**config.mk**
```make
export PLATFORM = sky130hd
export DESIGN_NAME = sdram_burst_responder
export DESIGN_NICKNAME = d
export VERILOG_FILES = /design/src/rtl/sdram_burst_pkg.sv /design/src/rtl/sdram_halfword_packer.sv /design/src/rtl/sdram_burst_responder.sv
export SDC_FILE = /design/constraint.sdc
export NUM_CORES = 1
export LEC_CHECK = 0
export BUFFER_PORTS_ARGS = -buffer_cell sky130_fd_sc_hd__buf_2
export CORE_MARGIN = 2
export CORE_UTILIZATION = 53
export CTS_CLUSTER_SIZE = 10
export DETAILED_ROUTE_END_ITERATION = 16
export PLACE_DENSITY = 0.89
export SETUP_SLACK_MARGIN = 0.15
export SYNTH_ARGS = -nofsm -noshare
export SYNTH_HDL_FRONTEND = slang
export SYNTH_SLANG_ARGS = --single-unit
```
**constraint.sdc**
```tcl
create_clock -name clk_sdram -period 3.3 [get_ports clk_sdram]
set_input_delay 0.165 -clock clk_sdram [delete_from_list [all_inputs] [get_ports clk_sdram]]
set_output_delay 0.165 -clock clk_sdram [all_outputs]
set_load 0.01 [all_outputs]
```
**src/rtl/sdram_burst_pkg.sv**
```systemverilog
// Shared types and sizing for the SDRAM burst read responder.
package sdram_burst_pkg;

    localparam int unsigned BL                  = 2;
    localparam int unsigned DEF_MAX_OUTSTANDING = 4;
    localparam int unsigned MEM_ADDR_W          = 25;
    localparam int unsigned LEN_W               = 11;
    localparam int unsigned HW_W                = 16;
    localparam int unsigned BEAT_W              = 32;

    typedef enum logic [1:0] {
        IDLE  = 2'd0,
        ISSUE = 2'd1,
        DRAIN = 2'd2,
        DONE  = 2'd3
    } state_e;

endpackage

```
**src/rtl/sdram_halfword_packer.sv**
```systemverilog
// Turns the returned halfword stream into 16-bit or packed 32-bit beats.
module sdram_halfword_packer
    import sdram_burst_pkg::*;
(
    input  logic              clk_sdram,
    input  logic              reset_n,
    input  logic              hw_valid,
    input  logic [HW_W-1:0]   hw_data,
    input  logic              mode_32bit,
    output logic              second_hw_c,
    output logic [BEAT_W-1:0] beat_data,
    output logic              beat_valid
);

    logic            hw_toggle;
    logic [HW_W-1:0] first_hw;

    // Toggle is 1 on the second halfword of each BL=2 command.
    assign second_hw_c = hw_valid && hw_toggle;

    always_ff @(posedge clk_sdram or negedge reset_n) begin
        if (!reset_n) begin
            hw_toggle  <= 1'b0;
            first_hw   <= '0;
            beat_data  <= '0;
            beat_valid <= 1'b0;
        end else begin
            beat_valid <= 1'b0;
            if (hw_valid) begin
                hw_toggle <= ~hw_toggle;
                if (!hw_toggle) begin
                    first_hw <= hw_data;
                end
                if (!mode_32bit) begin
                    beat_data  <= {{(BEAT_W-HW_W){1'b0}}, hw_data};
                    beat_valid <= 1'b1;
                end else if (hw_toggle) begin
                    beat_data  <= {hw_data, first_hw};
                    beat_valid <= 1'b1;
                end
            end
        end
    end

endmodule

```
**src/rtl/sdram_burst_responder.sv**
```systemverilog
// Splits a burst request into BL=2 SDRAM READ commands with bounded outstanding
// reads and returns the data as 16- or 32-bit beats.
module sdram_burst_responder
    import sdram_burst_pkg::*;
#(
    parameter int unsigned MAX_OUTSTANDING = DEF_MAX_OUTSTANDING,
    parameter int unsigned ADDR_W          = MEM_ADDR_W
) (
    input  logic              clk_sdram,
    input  logic              reset_n,
    input  logic              burst_rd,
    input  logic [ADDR_W-1:0] burst_addr,
    input  logic [LEN_W-1:0]  burst_len,
    input  logic              burst_32bit,
    output logic [BEAT_W-1:0] burst_data,
    output logic              burst_data_valid,
    output logic              burst_data_done,
    output logic              busy,
    output logic              burst_err,
    output logic              mem_rd,
    output logic [ADDR_W-1:0] mem_addr,
    input  logic              mem_ack,
    input  logic [HW_W-1:0]   mem_rdata,
    input  logic              mem_rvalid
);

    localparam int unsigned OUT_W = $clog2(MAX_OUTSTANDING + 1);

    state_e            state, state_nxt;
    logic [LEN_W-1:0]  cmds_left, cmds_left_nxt;
    logic [OUT_W-1:0]  outstanding, outstanding_nxt;
    logic              mode_q, mode_nxt;
    logic              mem_rd_nxt, busy_nxt, done_nxt, err_nxt;
    logic [ADDR_W-1:0] mem_addr_nxt;
    logic              accept_c, ack_c, rvalid_ok_c, second_hw_c;

    assign accept_c    = burst_rd && (state == IDLE);
    assign ack_c       = mem_rd && mem_ack;
    // Returns with nothing outstanding are strays and never reach the packer.
    assign rvalid_ok_c = mem_rvalid && (outstanding != '0);
    assign outstanding_nxt = outstanding + OUT_W'(ack_c) - OUT_W'(second_hw_c);

    always_ff @(posedge clk_sdram or negedge reset_n) begin
        if (!reset_n) begin
            state <= IDLE;
        end else begin
            state <= state_nxt;
        end
    end

    always_comb begin
        state_nxt = state;
        case (state)
            IDLE:    if (burst_rd) state_nxt = (burst_len == '0) ? DONE : ISSUE;
            ISSUE:   if (ack_c && (cmds_left == LEN_W'(1))) state_nxt = DRAIN;
            // Looking at the next count lets done land one cycle after the last beat.
            DRAIN:   if (outstanding_nxt == '0) state_nxt = DONE;
            DONE:    state_nxt = IDLE;
            default: state_nxt = IDLE;
        endcase
    end

    always_comb begin
        mem_rd_nxt    = 1'b0;
        mem_addr_nxt  = mem_addr;
        cmds_left_nxt = cmds_left;
        mode_nxt      = mode_q;
        if (accept_c) begin
            mode_nxt      = burst_32bit;
            cmds_left_nxt = burst_len;
            mem_addr_nxt  = burst_addr;
            mem_rd_nxt    = (burst_len != '0);
        end else if (state == ISSUE) begin
            if (ack_c) begin
                cmds_left_nxt = cmds_left - LEN_W'(1);
                mem_addr_nxt  = mem_addr + ADDR_W'(BL);
            end
            mem_rd_nxt = (mem_rd && !mem_ack) ||
                         ((cmds_left_nxt != '0) &&
                          (outstanding_nxt < OUT_W'(MAX_OUTSTANDING)));
        end
        busy_nxt = (state_nxt != IDLE);
        done_nxt = (state == DONE);
        err_nxt  = (burst_rd && !accept_c) || (mem_rvalid && !rvalid_ok_c);
    end

    always_ff @(posedge clk_sdram or negedge reset_n) begin
        if (!reset_n) begin
            mem_rd          <= 1'b0;
            mem_addr        <= '0;
            cmds_left       <= '0;
            outstanding     <= '0;
            mode_q          <= 1'b0;
            busy            <= 1'b0;
            burst_data_done <= 1'b0;
            burst_err       <= 1'b0;
        end else begin
            mem_rd          <= mem_rd_nxt;
            mem_addr        <= mem_addr_nxt;
            cmds_left       <= cmds_left_nxt;
            outstanding     <= outstanding_nxt;
            mode_q          <= mode_nxt;
            busy            <= busy_nxt;
            burst_data_done <= done_nxt;
            burst_err       <= err_nxt;
        end
    end

    sdram_halfword_packer u_packer (
        .clk_sdram   (clk_sdram),
        .reset_n     (reset_n),
        .hw_valid    (rvalid_ok_c),
        .hw_data     (mem_rdata),
        .mode_32bit  (mode_q),
        .second_hw_c (second_hw_c),
        .beat_data   (burst_data),
        .beat_valid  (burst_data_valid)
    );

endmodule

```
After elaboration in Yosys (flattened, before gate mapping)
Cells that the tools add are included.
{"block": "op_classes", "n_addsub": 4, "n_lt_le_gt_ge": 1, "eq_ne": 5, "muxes": 20, "bitwise": 1, "n_reduce_logical": 26}
{"operator": "$mux W25", "n": 3}
{"operator": "$mux W32", "n": 2}
{"operator": "$mux W11", "n": 5}
{"operator": "$add A25 B2 Y25 const B", "n": 1}
{"operator": "$reduce_bool A11 Y1", "n": 2}
{"operator": "$eq A11 B1 Y1 const B", "n": 1}
{"operator": "$logic_not A11 Y1", "n": 1}
{"operator": "$sub A11 B1 Y11 const B", "n": 1}
{"operator": "$logic_and A1 B1 Y1", "n": 9}
{"operator": "$mux W2", "n": 4}
{"operator": "$pmux W2 S4", "n": 1}
{"operator": "$reduce_and A2 Y1", "n": 3}
{"operator": "$reduce_bool A2 Y1", "n": 3}
{"operator": "$mux W1", "n": 5}
{"operator": "$eq A2 B2 Y1 const B", "n": 2}
{"operator": "$add A3 B1 Y3", "n": 1}
{"operator": "$logic_not A1 Y1", "n": 3}
{"operator": "$logic_not A3 Y1", "n": 1}
{"operator": "$lt A3 B3 Y1 const B", "n": 1}
{"operator": "$reduce_bool A3 Y1", "n": 1}
{"operator": "$sub A3 B1 Y3", "n": 1}
{"operator": "$eq A2 B1 Y1 const B", "n": 1}
{"operator": "$logic_not A2 Y1", "n": 1}
{"operator": "$logic_or A1 B1 Y1", "n": 2}
{"operator": "2 further kinds", "n": 2}
{"block": "word_totals", "ff_bits": 96, "output_inout_bits": 62, "elab_cells": 70}

Depth between registers and ports, before layout
{"block": "logic_depth", "word_depth": 9, "depth_mapped": 12}

By module
A second synthesis with hierarchy kept.
{"block": "unflattened", "cells_unflattened": 480, "hier_area_um2": 4889.7}
{"module": "sdram_burst_responder", "n_inst": 1, "cells_each": 310, "area_each_um2": 2726.4, "seq_area_each_um2": 1151.1}
{"module": "sdram_halfword_packer", "n_inst": 1, "cells_each": 170, "area_each_um2": 2163.3, "seq_area_each_um2": 1251.2}

Least setup slack after synthesis
OpenSTA, ideal clock, no wires.
{"block": "synth_timing", "path_kind": "reg2reg", "start": "register outstanding[1]", "end": "register mem_rd", "arrival_time_ns": 2.210, "required_time_ns": 3.179, "slack_ns": 0.968, "stages_incl_launch_ff": 12, "path_buffers": 0, "period_less_slack_ns": 2.332, "cell_sequence": "dfrtp_1 -> nor3_1 -> nand2b_1 -> nor2_1 -> ha_1 -> inv_1 -> ha_1 -> inv_1 -> fa_1 -> xnor2_1 -> a21oi_1 -> o22a_1"}
{"block": "synth_between", "elab_chain_len": 9, "elab_cells_between_ends": 10, "classes_between": "add/sub: 2; order compare: 1; mux: 2; reduce/logical: 5"}
{"item": "start, declared", "line": "sdram_burst_responder.sv:31", "text": "logic [OUT_W-1:0] outstanding, outstanding_nxt;"}
{"item": "start signal, assigned", "line": "sdram_burst_responder.sv:101", "text": "outstanding <= outstanding_nxt;"}
{"item": "branches (longest 3 deep; another with $add A3 B1 Y3)"}
{"item": "$sub A3 B1 Y3 *", "line": "sdram_burst_responder.sv:41", "text": "assign outstanding_nxt = outstanding + OUT_W'(ack_c) - OUT_W'(second_hw_c);"}
{"item": "via outstanding_nxt[2]", "line": "sdram_burst_responder.sv:31"}
{"item": "$lt A3 B3 Y1 *", "line": "sdram_burst_responder.sv:80", "text": "(outstanding_nxt < OUT_W'(MAX_OUTSTANDING)));"}
{"item": "$logic_and A1 B1 Y1 *", "line": "sdram_burst_responder.sv:79", "text": "((cmds_left_nxt != '0) &&"}
{"item": "$logic_or A1 B1 Y1 *", "line": "sdram_burst_responder.sv:78", "text": "mem_rd_nxt = (mem_rd && !mem_ack) ||"}
{"item": "$mux W1 *", "line": "sdram_burst_responder.sv:73", "text": "end else if (state == ISSUE) begin"}
{"item": "$mux W1 *", "line": "sdram_burst_responder.sv:68", "text": "if (accept_c) begin"}
{"item": "via mem_rd_nxt", "line": "sdram_burst_responder.sv:33", "text": "logic mem_rd_nxt, busy_nxt, done_nxt, err_nxt;"}
{"item": "end signal, assigned", "line": "sdram_burst_responder.sv:98", "text": "mem_rd <= mem_rd_nxt;"}
{"item": "end, declared", "line": "sdram_burst_responder.sv:20", "text": "output logic mem_rd,"}
Mark *: on every way through the listed nets, which the timed path passes.
A chain may end at the register's enable or synchronous reset.

Worst setup path after layout
Ends and elaborated chain as after synthesis.

==> results.sh <==
export IMPL_whs_path_depth=3
export IMPL_antenna_found_initial=0
export IMPL_synthMostInstantiatedCell="dfrtp_1"
export IMPL_clk_path_buf_depth=2
export IMPL_track_usage_pct=22.58
export IMPL_rsz0062_at_grt="no"
export IMPL_synthArstFlopShare_pct=100.0
export IMPL_row_count=34
export IMPL_fin_nets=641
export IMPL_yosysTopAreaCellShare_pct=51.36
export IMPL_synth_ff_type="dfrtp_1"
export IMPL_dieArea_um2=9592
export IMPL_clkLatencyLatePin_ns=0.36
export IMPL_coreArea_um2=8636
export IMPL_critPathMaxFanout=3
export IMPL_htree_levels=3
export IMPL_fp_dieH_um=97.94
export IMPL_grt_pass1_wl_mm=17.84
export IMPL_clock_sinks=96
export IMPL_drc=0
export IMPL_start_util_pct=54.16
export IMPL_final_max_slew_violation_count=0
export IMPL_synthCells=455
export IMPL_max_slew_worst_pin_slew_ns=1.105
export IMPL_drt_first_pass_iters=4
export IMPL_overflow=0
export IMPL_cp_end_kind="register"
export IMPL_syn_area_um2=4677
export IMPL_fin_crit_sh_pct=78.24
export IMPL_ctsResizeCount=0
export IMPL_period_needed_ns=2.582
export IMPL_numCtsBuffers=9
export IMPL_via_per_inst=5.655
export IMPL_portBuffers=119
export IMPL_final_cells=690
export IMPL_path_class="reg -> reg"
export IMPL_ys_warnings_count=0
export IMPL_drt_total_wl_mm=10.87
export IMPL_dp_cells=666
export IMPL_slew_limit_headroom_pct=25.92
export IMPL_synth_edf_count=0
export IMPL_n_antenna_cell=0
export IMPL_dp_hpwl_mm=7.806
export IMPL_grt_pass1_vias=3802
export IMPL_yosysTopAreaCell="dfrtp_1"
export IMPL_power_density_nw_per_um2=896.8
export IMPL_r2r_cells=11
export IMPL_worstPathRequired_ns=3.55
export IMPL_cp_top_family="adder cells"
export IMPL_path_buf_inv=2
export IMPL_grt_max_degree=67
export IMPL_path_depth=11
export IMPL_hold_path_class="in -> reg"
export IMPL_final_hold_violation_count=0
export IMPL_ctsRootBufferMaster="clkbuf_8"
export IMPL_clock_fmax_mhz=387.3
export IMPL_syn_area_per_cell_um2=10.28
export IMPL_vdd_drop_max_uv=445.9
export IMPL_drive_gt1_share_pct=30.58
export IMPL_crit_chain="nor3_1 > nand2b_1 > nor2_1 > ha_1 > inv_1 > ha_1 > inv_1 > fa_1 > xnor2_1 > a21oi_1 > o22a_1"
export IMPL_slowest_delay_ns=0.44
export IMPL_gp_congestion=0.9039
export IMPL_setup_tns_final_ns=0
export IMPL_drt_iter0_markers=100
export IMPL_ys_ff_latch=96
export IMPL_syn_nets=519
export IMPL_critical_path_startpoint_type="register"
export IMPL_setup_viol=0
export IMPL_wl_per_cell_um=15.75
export IMPL_via_count=3902
export IMPL_ys_top_cells_by_count="96 x dfrtp_1, 68 x nand2_1, 41 x o21ai_0"
export IMPL_max_cap_violations=0
export IMPL_crit_slowest_cell="dfrtp_1"
export IMPL_cellLeakagePower_nw=2.597
export IMPL_synthDistinctLibCells=58
export IMPL_yosysSeqAreaShare_pct=51.36
export IMPL_fin_skew_ns=0.01598
export IMPL_drtAntennaViolNets=0
export IMPL_cts_tree="yes"
export IMPL_status="finished clean"
export IMPL_io_pins=120
export IMPL_layout_area_overhead_vs_synth_pct=20.65
export IMPL_n_fill_cell=731
export IMPL_cp_arrival_ns=2.84
export IMPL_post_synth_main_area_contributors="dfrtp_1 51%, nand2_1 5.5%, o21ai_0 4.4%, mux2_2 3.9%, mux2i_1 3.4%"
export IMPL_path_clk_slew_ns=0.10
export IMPL_fp_dieW_um=97.94
==> cells by family (layout without fill, tap and decap cells) <==
logic type               Yosys count  after routing  share of synthesized area, %
multiplexers                      32             32                         7.276
AND/OR/NAND/NOR                  163            163                         18.03
adder cells (fa/ha/maj)            6              6                         1.766
flip-flops                        96             96                         51.36
AO/OA/AOI/OAI                     94             94                         13.16
XOR/XNOR                          28             28                         5.243
buffers and inverters             36            163                         3.157
==> report_power, final <==
part / switching (mW) / internal, mW
registers: 0.492 / 1.72
logic: 1.15 / 0.974
clock network: 0.443 / 0.287
==> per-stage QoR <==
| step | hold WS (ns) | cell area [µm²] | power [mW] | worst slack [ns] | util (%) |
|---|---|---|---|---|---|
| after floorplan | -0.1306 | 4677 | 3.556 | 0.9684 | - |
| after global placement | 0.2966 | 5378 | 4.210 | 0.8531 | 62.27 |
| after detailed placement | 0.3094 | 5378 | 4.346 | 0.7136 | 62.27 |
| after CTS | 0.0001204 | 5643 | 5.087 | 0.6928 | 65.34 |
| after global routing | 0.01353 | 5643 | 5.410 | 0.5410 | 65.34 |
| final | 0.005404 | 5643 | 5.060 | 0.7182 | 65.34 |
==> flip-flops by register name, summed over array words and instances (netlist names) <==
| name | count |
|---|---|
| mem_addr | 25 |
| u_packer.hw_toggle | 1 |
| outstanding | 3 |
| u_packer.first_hw | 16 |
| busy | 1 |
| burst_err | 1 |
| burst_data_done | 1 |
| u_packer.beat_valid | 1 |
| u_packer.beat_data | 32 |
| mem_rd | 1 |
| cmds_left | 11 |
| state | 2 |
| mode_q | 1 |
==> what timing repair did <==
item	4_1_cts	5_1_grt
hold buffers	8	0
buffers inserted	0	0
hold endpoints to repair	71	0
==> path summary, 6_finish.rpt <==
check	end	slack [ns]	start
max	mem_rd	0.72	outstanding[1]
min	mem_addr[1]	0.005	burst_addr[1]
max reg2reg	mem_rd	0.72	outstanding[1]
min reg2reg	u_packer.beat_data[5]	0.49	u_packer.beat_data[5]
max in group asynchronous	u_packer.first_hw[11]	2.08	reset_n
min in group asynchronous	u_packer.beat_data[16]	0.43	reset_n
==> cell type report <==
type	count	area, µm²	area share [%]
clock buffers	9	123.9	2.195
flip-flops and latches	96	2402	42.57
multi-input cells	323	2141	37.94
inverters	13	48.80	0.8647
well taps	108	135.1	2.395
clock inverters	7	61.31	1.086
repair buffers	134	730.7	12.95
==> tightest hold or removal path: stages <==
cell and delay, ns:
buf_2 0.07, nand2_1 0.03, o21ai_0 0.06
==> cell usage in the layout (no fill, tap or decap), types with 4 or more instances in the layout <==
master / instances
dfrtp_1: 96
inv_1: 13
nand3_1: 8
nor3_2: 6
nor3_1: 12
xnor2_1: 18
ha_1: 5
o21ai_0: 40
o21ai_1: 6
mux2i_1: 16
a22o_1: 16
buf_4: 8
clkbuf_8: 9
mux2_2: 16
and3_1: 4
nand4_1: 7
nor4_1: 6
nor2_1: 23
dlygate4sd3_1: 8
xor2_1: 10
nand2_1: 68
buf_2: 118
a221o_1: 5
a21oi_1: 6
==> metal layers <==
layer	GRT usage [%]	routed length, µm	vias up	part of all wire (%)
met3	4.438	675	11	6.2
li1	-	-	1855	-
met4	6.944	120	0	1.1
met1	29.26	4653	1911	43
met2	38.51	5415	125	50
met5	0	0	-	0
Power figures use the tool's default switching activity.
